`src/rtl/phase_frame_decoder.sv`:
```
// phase_frame_decoder
//   Pulls bytes from the RX FIFO, frames them into checksummed phase packets
//   (SOF, CMD, LEN, payload, CSUM), stages phases in a shadow bank and commits
//   the whole bank to the active outputs in one cycle.
//
// Ports
//   clk           system clock (sys_clk domain)
//   rst_n         asynchronous active-low reset
//   rxfifo_empty  RX FIFO empty flag
//   rxfifo_data   RX FIFO read data
//   rxfifo_valid  read data valid, one cycle after rxfifo_rd
//   rxfifo_rd     RX FIFO read strobe
//   phases        active phase per channel, channel k at [k*PHASE_W +: PHASE_W]
//   commit        one-cycle pulse on the cycle phases updates
//   frame_error   one-cycle pulse on any rejected frame
//   err_cnt       saturating count of rejected frames
//
// state     | meaning
// ----------+--------------------------------------------------
// S_HUNT    | discard bytes until SOF
// S_CMD     | expect command code
// S_LEN     | expect payload length for the latched command
// S_PAYLOAD | write payload bytes into the shadow bank
// S_CSUM    | compare checksum, commit if the command asks for it
module phase_frame_decoder #(
   parameter int          NUM_CHANNELS   = 4,
   parameter int          PHASE_W        = 8,
   parameter logic [7:0]  SOF_BYTE       = 8'hA5,
   parameter int          TIMEOUT_CYCLES = 1024,
   parameter int          ERR_CNT_W      = 8
) (
   input  logic                            clk,
   input  logic                            rst_n,
   input  logic                            rxfifo_empty,
   input  logic [7:0]                      rxfifo_data,
   input  logic                            rxfifo_valid,
   output logic                            rxfifo_rd,
   output logic [NUM_CHANNELS*PHASE_W-1:0] phases,
   output logic                            commit,
   output logic                            frame_error,
   output logic [ERR_CNT_W-1:0]            err_cnt
);

   localparam int         IDX_W      = $clog2(NUM_CHANNELS + 1);
   localparam int         TMO_W      = $clog2(TIMEOUT_CYCLES + 1);
   localparam logic [7:0] CMD_SET    = 8'h01;
   localparam logic [7:0] CMD_COMMIT = 8'h02;
   localparam logic [7:0] CMD_SETCOM = 8'h03;
   localparam logic [7:0] LEN_FULL   = 8'(NUM_CHANNELS);

   typedef enum logic [2:0] {
      S_HUNT,
      S_CMD,
      S_LEN,
      S_PAYLOAD,
      S_CSUM
   } state_t;

   state_t               state_q;
   state_t               state_nxt;
   logic                 pending_q;
   logic                 byte_ok;
   logic                 err_evt;
   logic                 commit_evt;
   logic [7:0]           cmd_q;
   logic [7:0]           csum_q;
   logic [IDX_W-1:0]     idx_q;
   logic [TMO_W-1:0]     tmo_q;
   logic [PHASE_W-1:0]   shadow_q [NUM_CHANNELS];
   logic [PHASE_W-1:0]   phases_q [NUM_CHANNELS];

   // A byte only counts when it answers our own outstanding read.
   assign byte_ok = rxfifo_valid && pending_q;

   always_ff @(posedge clk or negedge rst_n) begin
      if (!rst_n) begin
         state_q <= S_HUNT;
      end else begin
         state_q <= state_nxt;
      end
   end

   always_comb begin
      state_nxt  = state_q;
      err_evt    = 1'b0;
      commit_evt = 1'b0;
      if (byte_ok) begin
         case (state_q)
            S_HUNT: begin
               if (rxfifo_data == SOF_BYTE) state_nxt = S_CMD;
            end
            S_CMD: begin
               if (rxfifo_data == CMD_SET || rxfifo_data == CMD_COMMIT ||
                   rxfifo_data == CMD_SETCOM) begin
                  state_nxt = S_LEN;
               end else begin
                  err_evt   = 1'b1;
                  state_nxt = S_HUNT;
               end
            end
            S_LEN: begin
               if (cmd_q == CMD_COMMIT) begin
                  if (rxfifo_data == 8'h00) begin
                     state_nxt = S_CSUM;
                  end else begin
                     err_evt   = 1'b1;
                     state_nxt = S_HUNT;
                  end
               end else if (rxfifo_data == LEN_FULL) begin
                  state_nxt = S_PAYLOAD;
               end else begin
                  err_evt   = 1'b1;
                  state_nxt = S_HUNT;
               end
            end
            S_PAYLOAD: begin
               if (idx_q == IDX_W'(NUM_CHANNELS - 1)) state_nxt = S_CSUM;
            end
            S_CSUM: begin
               state_nxt = S_HUNT;
               if (csum_q == rxfifo_data) begin
                  commit_evt = (cmd_q != CMD_SET);
               end else begin
                  err_evt = 1'b1;
               end
            end
            default: state_nxt = S_HUNT;
         endcase
      end else if (state_q != S_HUNT && tmo_q == TMO_W'(TIMEOUT_CYCLES - 1)) begin
         // Stalled frame; a byte arriving on this same cycle takes priority above.
         err_evt   = 1'b1;
         state_nxt = S_HUNT;
      end
   end

   always_comb begin
      rxfifo_rd = !rxfifo_empty && !pending_q;
   end

   always_ff @(posedge clk or negedge rst_n) begin
      if (!rst_n) begin
         pending_q   <= 1'b0;
         cmd_q       <= '0;
         csum_q      <= '0;
         idx_q       <= '0;
         tmo_q       <= '0;
         shadow_q    <= '{default: '0};
         phases_q    <= '{default: '0};
         commit      <= 1'b0;
         frame_error <= 1'b0;
         err_cnt     <= '0;
      end else begin
         commit      <= commit_evt;
         frame_error <= err_evt;
         if (err_evt && err_cnt != '1) err_cnt <= err_cnt + 1'b1;

         if (byte_ok) begin
            pending_q <= 1'b0;
         end else if (rxfifo_rd) begin
            pending_q <= 1'b1;
         end

         tmo_q <= (byte_ok || state_nxt == S_HUNT) ? '0 : tmo_q + 1'b1;

         if (byte_ok) begin
            case (state_q)
               S_CMD: begin
                  cmd_q  <= rxfifo_data;
                  csum_q <= rxfifo_data;
               end
               S_LEN: begin
                  csum_q <= csum_q ^ rxfifo_data;
                  idx_q  <= '0;
               end
               S_PAYLOAD: begin
                  shadow_q[idx_q] <= rxfifo_data[PHASE_W-1:0];
                  csum_q          <= csum_q ^ rxfifo_data;
                  idx_q           <= idx_q + 1'b1;
               end
               default: ;
            endcase
         end

         // Shadow already holds this frame's payload by the CSUM byte.
         if (commit_evt) phases_q <= shadow_q;
      end
   end

   for (genvar g = 0; g < NUM_CHANNELS; g++) begin : g_phase_out
      assign phases[g*PHASE_W +: PHASE_W] = phases_q[g];
   end

endmodule

```
`config.mk`:
```
export PLATFORM = sky130hd
export DESIGN_NAME = phase_frame_decoder
export DESIGN_NICKNAME = d
export VERILOG_FILES = /design/src/rtl/phase_frame_decoder.sv
export SDC_FILE = /design/constraint.sdc
export NUM_CORES = 1
export LEC_CHECK = 0
export CAP_MARGIN = 20
export CORE_MARGIN = 4
export CORE_UTILIZATION = 58
export CTS_BUF_LIST = sky130_fd_sc_hd__clkbuf_4 sky130_fd_sc_hd__clkbuf_8
export DETAILED_ROUTE_END_ITERATION = 10
export PLACE_DENSITY = 0.92
export SETUP_SLACK_MARGIN = 0.05
export SYNTH_ARGS = -nofsm -noshare
export SYNTH_HDL_FRONTEND = slang
export SYNTH_SLANG_ARGS = --single-unit
```
`constraint.sdc`:
```
create_clock -name clk -period 3.03 [get_ports clk]
set_clock_uncertainty 0.15 [all_clocks]
set_input_delay 0.4545 -clock clk [delete_from_list [all_inputs] [get_ports clk]]
set_output_delay 0.4545 -clock clk [all_outputs]
set_load 0.05 [all_outputs]
```
# Word-level counts from Yosys, hierarchy flattened

Index checks and enable logic that the tools add are counted.

Bits in registers: 108
Input port bits: 12

$add $sub $neg: 3
Order comparisons: 2
Eq/ne operators: 15
Mux-type cells: 28
Bitwise logic cells: 2
Reductions and logical operators: 22

Operators with widths:

| cell                  | count |
|---|---|
| $bwmux 32             | 1 |
| $eq 8x2->1 const B    | 3 |
| $mux 3                | 6 |
| $demux 8 s2           | 1 |
| $pmux 8 s2            | 1 |
| $mux 1                | 12 |
| $pmux 3 s4            | 1 |
| $add 11x1->11 const B | 1 |
| $eq 11x10->1 const B  | 1 |
| $mux 11               | 1 |
| $eq 3x2->1 const B    | 3 |
| $add 8x1->8 const B   | 1 |
| $eq 8x1->1 const B    | 1 |
| $eq 8x3->1 const B    | 1 |
| $eq 8x8->1            | 1 |
| $eq 8x8->1 const B    | 1 |
| $logic_not 8->1       | 1 |
| $mux 8                | 1 |
| $ne 8x1->1 const B    | 1 |
| $ne 8x8->1 const B    | 1 |
| $reduce_and 2->1      | 4 |
| $xor 8x8->8           | 1 |
| $logic_not 3->1       | 2 |
| $pmux 3 s2            | 1 |
| other kinds (14)      | 24 |

# Depth between registers and ports, before layout

Gate-level depths: netlist of the first run.

Depth after elaboration: 9
Depth in mapped cells: 7
Mapped depth without buffers: 7

# Least setup slack after synthesis of the first run

OpenSTA, ideal clock, no wires.

Path kind: input to register
Start: input rxfifo_data[1]
End: register err_cnt[7]
Arrival: 2258 ps
Required time: 2752 ps
Setup slack: 495 ps
Cell stages on the path: 6
Path buffers: 1
Cells stage by stage: buf_6 or4_4 or4_4 o2111ai_4 a211oi_2 mux2_1

Cells in the longest elaborated chain, start to end: 7

RTL lines:

| what                                     | RTL line | source |
|---|---|---|
| from (decl)                              | 35       | `input logic [7:0] rxfifo_data,` |
| $eq 8x1->1 or $eq 8x2->1 (tied branches) | 93       | `if (rxfifo_data == CMD_SET \|\| rxfifo_data == CMD_COMMIT \|\|` |
| $logic_or 1x1->1 (2 in a row)            | 93       |  |
| $mux 1                                   | 93       |  |
| $pmux 1 s3 (*)                           | 88       | `case (state_q)` |
| $mux 1 (*)                               | 87       | `if (byte_ok) begin` |
| $logic_and 1x1->1 (*)                    | 155      | `if (err_evt && err_cnt != '1) err_cnt <= err_cnt + 1'b1;` |
| to (signal assigned)                     | 155      |  |
| to (decl)                                | 41       | `output logic [ERR_CNT_W-1:0] err_cnt` |

Mark *: on every way between the ends. The rest lies on a longest branch, timed or not.
A chain may end at the register's enable or synchronous reset.

# Final worst setup path of the first run

Start: register tmo_q[0]
End: register err_cnt[7]

Cells in the longest elaborated chain, start to end: 5

RTL lines:

| what                   | RTL line | source |
|---|---|---|
| from (decl)            | 68       | `logic [TMO_W-1:0] tmo_q;` |
| from (signal assigned) | 163      | `tmo_q <= (byte_ok \|\| state_nxt == S_HUNT) ? '0 : tmo_q + 1'b1;` |
| $eq 11x10->1           | 129      | `end else if (state_q != S_HUNT && tmo_q == TMO_W'(TIMEOUT_CYCLES - 1)) begin` |
| $logic_and 1x1->1      | 129      |  |
| $mux 1                 | 129      |  |
| $mux 1                 | 87       |  |
| $logic_and 1x1->1      | 155      |  |

Every way passes these cells.

==> impl_metrics.yaml, run 1 <==
clock_network:
  post-cts-setup-buffers: 0
  cts_repair_resize_count: 0
  root_buffer: "clkbuf_8"
  clock_latency_ps: 370
  clkTransAtPathRegs_ps: 90
  cts_hold_buf: 0
  tritoncts: "yes"
  cts_max_level: 3
  cts_max_path_buffers: 2
  cts_sinks: 108
  cts_buffers: 9
timing:
  report.final.slew_viol_count: 0
  fin_crit_sh_pct: 87.1
  fmax_mhz: 379
  tightest_slew_ps: 772
  finalHoldViolCount: 0
  max_slew_margin_pct: 48.5
  finalSetupViolCount: 0
  setup_slack_ps: 391
  finalSetupTns_ps: 0
  rsz0062_at_grt: "no"
  min_period_ps: 2640
setup_path:
  crit_arrival_ps: 2740
  rr_worst_depth: 8
  critPathMaxFanout: 8
  rr_endpoint: "err_cnt[7]"
  slowest_delay_ps: 570
  path_class: "flip-flop to flip-flop"
  crit_start: "tmo_q[0]"
  crit_chain: "ha_1 -> nand3_1 -> or4_1 -> nor2_1 -> a211oi_2 -> buf_4 -> a211oi_2 -> mux2_1"
  worstSetupStartpointType: "flip-flop"
  crit_top_cell: "a211oi_2"
  rrSetupSlack_ps: 390
  crit_path_end_kind: "flip-flop"
  endpoint: "err_cnt[7]"
  slowest_stage: "or4_1"
  r2r_start: "tmo_q[0]"
  crit_required_ps: 3130
logic_synthesis:
  ys_ff_latch: 108
  synth_simple_gate_area_share_pct: 11.2
  yosys.area.top_type: "dfrtp_1"
  synth_area_per_cell_um2: 12.3
  netlist.area_leader.share_pct: 57.4
  mappedNetlistArea_mm2: 0.00471
  yosys_warnings: 0
  synth_flop_cell: "dfrtp_1"
  ys_types: 43
  synthMuxAreaShare_pct: 15.8
  async_flop_share_pct: 100
  synth-xor-area-share_pct: 3.90
  netlist_instances: 383
  synth_nets: 403
  synth_fa_ha_area_share_pct: 2.12
  synth_edf_count: 0
  synth_compound_area_share_pct: 6.99
  yosys-top-cells-area: "dfrtp_1, mux2_2, mux2_1, nand2_1, xor2_1"
  seq_area_frac_synth_pct: 57.4
  synth_top_family_by_area: "multiplexers"
pwr:
  p_total_mw: 2.38
  leakage_nw: 2.72
  peakVddDrop_mv: 0.279
  power_density_mw_per_mm2: 419
drt:
  first_pass_iters: 5
  via_per_inst: 5.75
  wire_per_inst_um: 17.5
  routed_wirelength_mm: 9.83
  remaining_drc_errors: 0
  ant_nets: 0
  vias: 3239
  drt_iter0_drc: 196
cells_and_area:
  nets: 476
  drive_gt1_share_pct: 18.0
  fillers: 498
  final_common_cell: "dfrtp_1"
  final_cell_mix: "dfrtp_1, clkdlybuf4s50_1, nand2_1"
  final_area_mm2: 0.00568
  n_antenna_cell: 0
  area_delta_synth_final_pct: 20.6
grt:
  gr-usage-all-layers_pct: 21.9
  gr-total-overflow: 0
  antenna_found_initial: 0
  grt_first_pass_wirelength_mm: 16.8
  grt_max_degree: 62
  grt_pass1_vias: 3328
worst_hold_path:
  hold_path.class: "input pin to async pin"
floorplan:
  core_mm2: 0.00781
  rows: 32
  io_pins: 55
  initial_utilization_pct: 60.3
  die_area_mm2: 0.00963
  die_h_um: 98.1
  die_x_um: 98.1
placed_design:
  placed_area_mm2: 0.00550
  port_buffers: 54
  hpwl_mm: 7.04
  gp_congestion: 0.904
  dpl_worst_slack_ps: 58.9
job:
  maxCapViolCount: 0
run_status:
  status: "finished clean"
final cells by class:
class,instances,area [µm²],share of cell area [%]
timing repair buffer,78,743,13.1
clock inverter,5,36.3,0.639
tap,102,128,2.25
sequential,108,2700,47.6
multi-input combinational,250,1890,33.3
clock buffer,11,145,2.56
inverter,9,33.8,0.595
cells in the mapped netlist (4+ instances only):
| cell | count |
|---|---|
| ha_1 | 8 |
| mux2_1 | 31 |
| mux2_2 | 33 |
| nor3_1 | 4 |
| a311oi_1 | 8 |
| nor2_1 | 27 |
| clkbuf_1 | 7 |
| o21ai_0 | 9 |
| dfrtp_1 | 108 |
| buf_2 | 6 |
| a211oi_1 | 4 |
| xor2_1 | 14 |
| a21oi_1 | 15 |
| nand3_1 | 12 |
| xnor2_1 | 7 |
| nor4_1 | 4 |
| nand2_1 | 39 |
| inv_1 | 9 |
worst max-delay path: cells and delay by family (launching register included):
kind / cells / cell delay, ps
AND/OR/NAND/NOR: 3 / 920
flip-flops: 1 / 400
multiplexers: 1 / 330
AO/OA/AOI/OAI: 2 / 310
adder cells (fa/ha/maj): 1 / 230
buffers and inverters: 1 / 190
where the power goes:
part | switching [mW] | internal [mW]
Sequential | 0.00654 | 1.45
Clock | 0.470 | 0.334
Combinational | 0.0801 | 0.0432
Total | 0.557 | 1.82
routing by layer:
metal  GRT usage [%]  share of wire [%]  vias up
met5               0                  0        -
met3            4.50                5.0       21
li1                -                  -     1490
met2            36.9                 51      103
met1            28.3                 42     1625
met4            7.45                2.2        0
registers in the layout, indices dropped and copies added (netlist names):
| name | cells |
|---|---|
| tmo_q | 11 |
| state_q | 3 |
| err_cnt | 8 |
| csum_q | 8 |
| phases | 32 |
| shadow_q | 32 |
| frame_error | 1 |
| cmd_q | 8 |
| idx_q | 3 |
| commit | 1 |
| pending_q | 1 |
worst min path at each step:
stage                            from           to  slack [ps]  depth (start not counted)
after floorplan                 rst_n     cmd_q[0]           9                          0
after global placement       cmd_q[3]     cmd_q[3]         310                          2
after detailed placement  shadow_q[2]  shadow_q[2]         320                          2
after CTS                       rst_n    csum_q[6]          30                          1
after global routing            rst_n    csum_q[6]          70                          1
final                           rst_n   phases[13]           2                          1
stage by stage:
step	instances	hold WS, ps	utilization, %
detailed placement	547	319	70.4
CTS	563	31.9	72.7
global route	563	72.5	72.7
floorplan	383	8.91	-
finish	563	1.65	72.7
global placement	547	312	70.4
cells by family (layout without fill, tap and decap cells):
family | count (synthesis) | count (layout)
flops | 108 | 108
fa+ha+maj | 8 | 8
xor+xnor | 21 | 21
buf+inv | 25 | 103
simple gates | 109 | 109
mux | 66 | 66
compound gates | 46 | 46
Note: power is estimated with default switching activity, not from simulation.
==> run 2, diff against run 1 <==
==> constraint.sdc (replaced) <==
create_clock -name clk -period 2.85 [get_ports clk]
set_clock_uncertainty 0.15 [all_clocks]
set_input_delay 0.4275 -clock clk [delete_from_list [all_inputs] [get_ports clk]]
set_output_delay 0.4275 -clock clk [all_outputs]
set_load 0.05 [all_outputs]
==> impl_metrics.yaml, run 2 (synthesis results as in run 1) <==
setup_path:
  crit_required_ps: 3010
  crit_top_cell: "or4_4"
  r2r_start: "tmo_q[0]"
  crit_arrival_ps: 2760
  path_class: "input pin to flip-flop"
  critPathMaxFanout: 5
  cp_num_buf_inv: 1
  slowest_delay_ps: 530
  worstSetupStartpointType: "input pin"
  cp_top_family: "simple AND/OR/NAND/NOR gates"
  crit_path_end_kind: "flip-flop"
  crit_chain: "clkdlybuf4s50_1 -> or4_4 -> or4_4 -> nor4b_1 -> o21ai_0 -> o31ai_1 -> a22o_1"
  slowest_stage: "clkdlybuf4s50_1"
  crit_start: "rxfifo_data[6]"
placed_design:
  port_buffers: 54
  placed_area_mm2: 0.00552
  gp_congestion: 0.867
  numPlacedInstances: 551
  hpwl_mm: 7.41
worst_hold_path:
  hold_path.class: "flip-flop to flip-flop"
  holdCritStartpoint: "cmd_q[5]"
timing:
  finalSetupViolCount: 0
  worst_hold_slack_ps: 338
  fmax_mhz: 384
  max_slew_margin_pct: 57.4
  report.final.slew_viol_count: 0
  fin_crit_sh_pct: 91.3
  tightest_slew_ps: 638
  finalHoldViolCount: 0
  min_period_ps: 2600
  rsz0062_at_grt: "no"
floorplan:
  die_x_um: 98.1
  rows: 32
  core_mm2: 0.00781
  initial_utilization_pct: 60.3
  die_h_um: 98.1
  io_pins: 55
  die_area_mm2: 0.00963
cells_and_area:
  fin_cells: 566
  nets: 481
  area_delta_synth_final_pct: 21.2
  drive_gt1_share_pct: 18.3
  n_antenna_cell: 0
  final_common_cell: "dfrtp_1"
  final_cell_mix: "dfrtp_1, clkdlybuf4s50_1, nand2_1"
  final_area_mm2: 0.00571
  fillers: 495
pwr:
  peakVddDrop_mv: 0.304
  power_density_mw_per_mm2: 454
  leakage_nw: 2.73
  p_total_mw: 2.59
drt:
  via_per_inst: 5.93
  routed_wirelength_mm: 10.6
  wire_per_inst_um: 18.8
  first_pass_iters: 5
  ant_nets: 0
  drt_iter0_drc: 200
  vias: 3359
  remaining_drc_errors: 0
grt:
  grt_first_pass_wirelength_mm: 18.0
  gr-usage-all-layers_pct: 23.6
  gr-total-overflow: 0
  grt_pass1_vias: 3557
  antenna_found_initial: 0
  grt_max_degree: 53
clock_network:
  cts_buffers: 9
  tritoncts: "yes"
  cts_max_path_buffers: 2
  cts_sinks: 108
  post-cts-setup-buffers: 0
  clock_latency_ps: 380
  cts_max_level: 3
  cts_hold_buf: 1
  cts_repair_resize_count: 0
  root_buffer: "clkbuf_8"
  clkTransAtPathRegs_ps: 90
run_status:
  status: "finished clean"
job:
  maxCapViolCount: 0
run 2: changes by cell type in the layout (fill, tap and decap cells not counted):
cell,change
clkinvlp_4,+1
clkbuf_8,-1
clkinv_2,-1
clkinv_4,-2
buf_4,+5
bufinv_16,+1
dlygate4sd3_1,+1
buf_12,-1
run 2: layout make-up:
type | count | area (µm²) | share of cell area, %
multi-input combinational | 250 | 1890 | 33.1
clock buffer | 10 | 131 | 2.30
inverter | 9 | 33.8 | 0.592
tap | 102 | 128 | 2.24
sequential | 108 | 2700 | 47.3
clock inverter | 4 | 51.3 | 0.899
timing repair buffer | 83 | 771 | 13.5
run 2: metrics by stage:
stage	setup WS (ps)	TNS [ps]	util (%)
floorplan	342	0	-
global placement	-35.6	-37.1	70.6
detailed placement	-68.2	-1030	70.6
CTS	290	0	73.1
global route	155	0	73.1
finish	249	0	73.1
run 2: path summary, 6_finish.rpt:
path                                   end  slack (ps)  cells past startpoint
worst max-delay path            state_q[0]         250                      7
worst min-delay path              cmd_q[5]         340                      2
worst max register to register  err_cnt[7]         290                      8
worst min register to register    cmd_q[5]         340                      2
max in group asynchronous        csum_q[0]        1340                      3
min in group asynchronous        phases[8]         460                      2
run 2: per-layer routing:
layer	part of all wire [%]	wire (µm)	track usage, %	vias up
met2	51	5460	39.6	129
met3	5.0	532	4.29	42
li1	-	-	-	1494
met4	3.6	385	12.1	0
met5	0	0	0	-
met1	40	4250	29.5	1694
run 2: power breakdown:
| part | switching [mW] | internal [mW] | total, mW |
|---|---|---|---|
| clock network | 0.502 | 0.409 | 0.911 |
| logic | 0.0881 | 0.0485 | 0.137 |
| registers | 0.00619 | 1.54 | 1.54 |
| total | 0.596 | 2.00 | 2.59 |
run 2: tightest hold or removal path, delay by kind of cell (launching register included):
family | cells | cell delay, ps
flip-flops | 1 | 350
AND/OR/NAND/NOR | 2 | 100
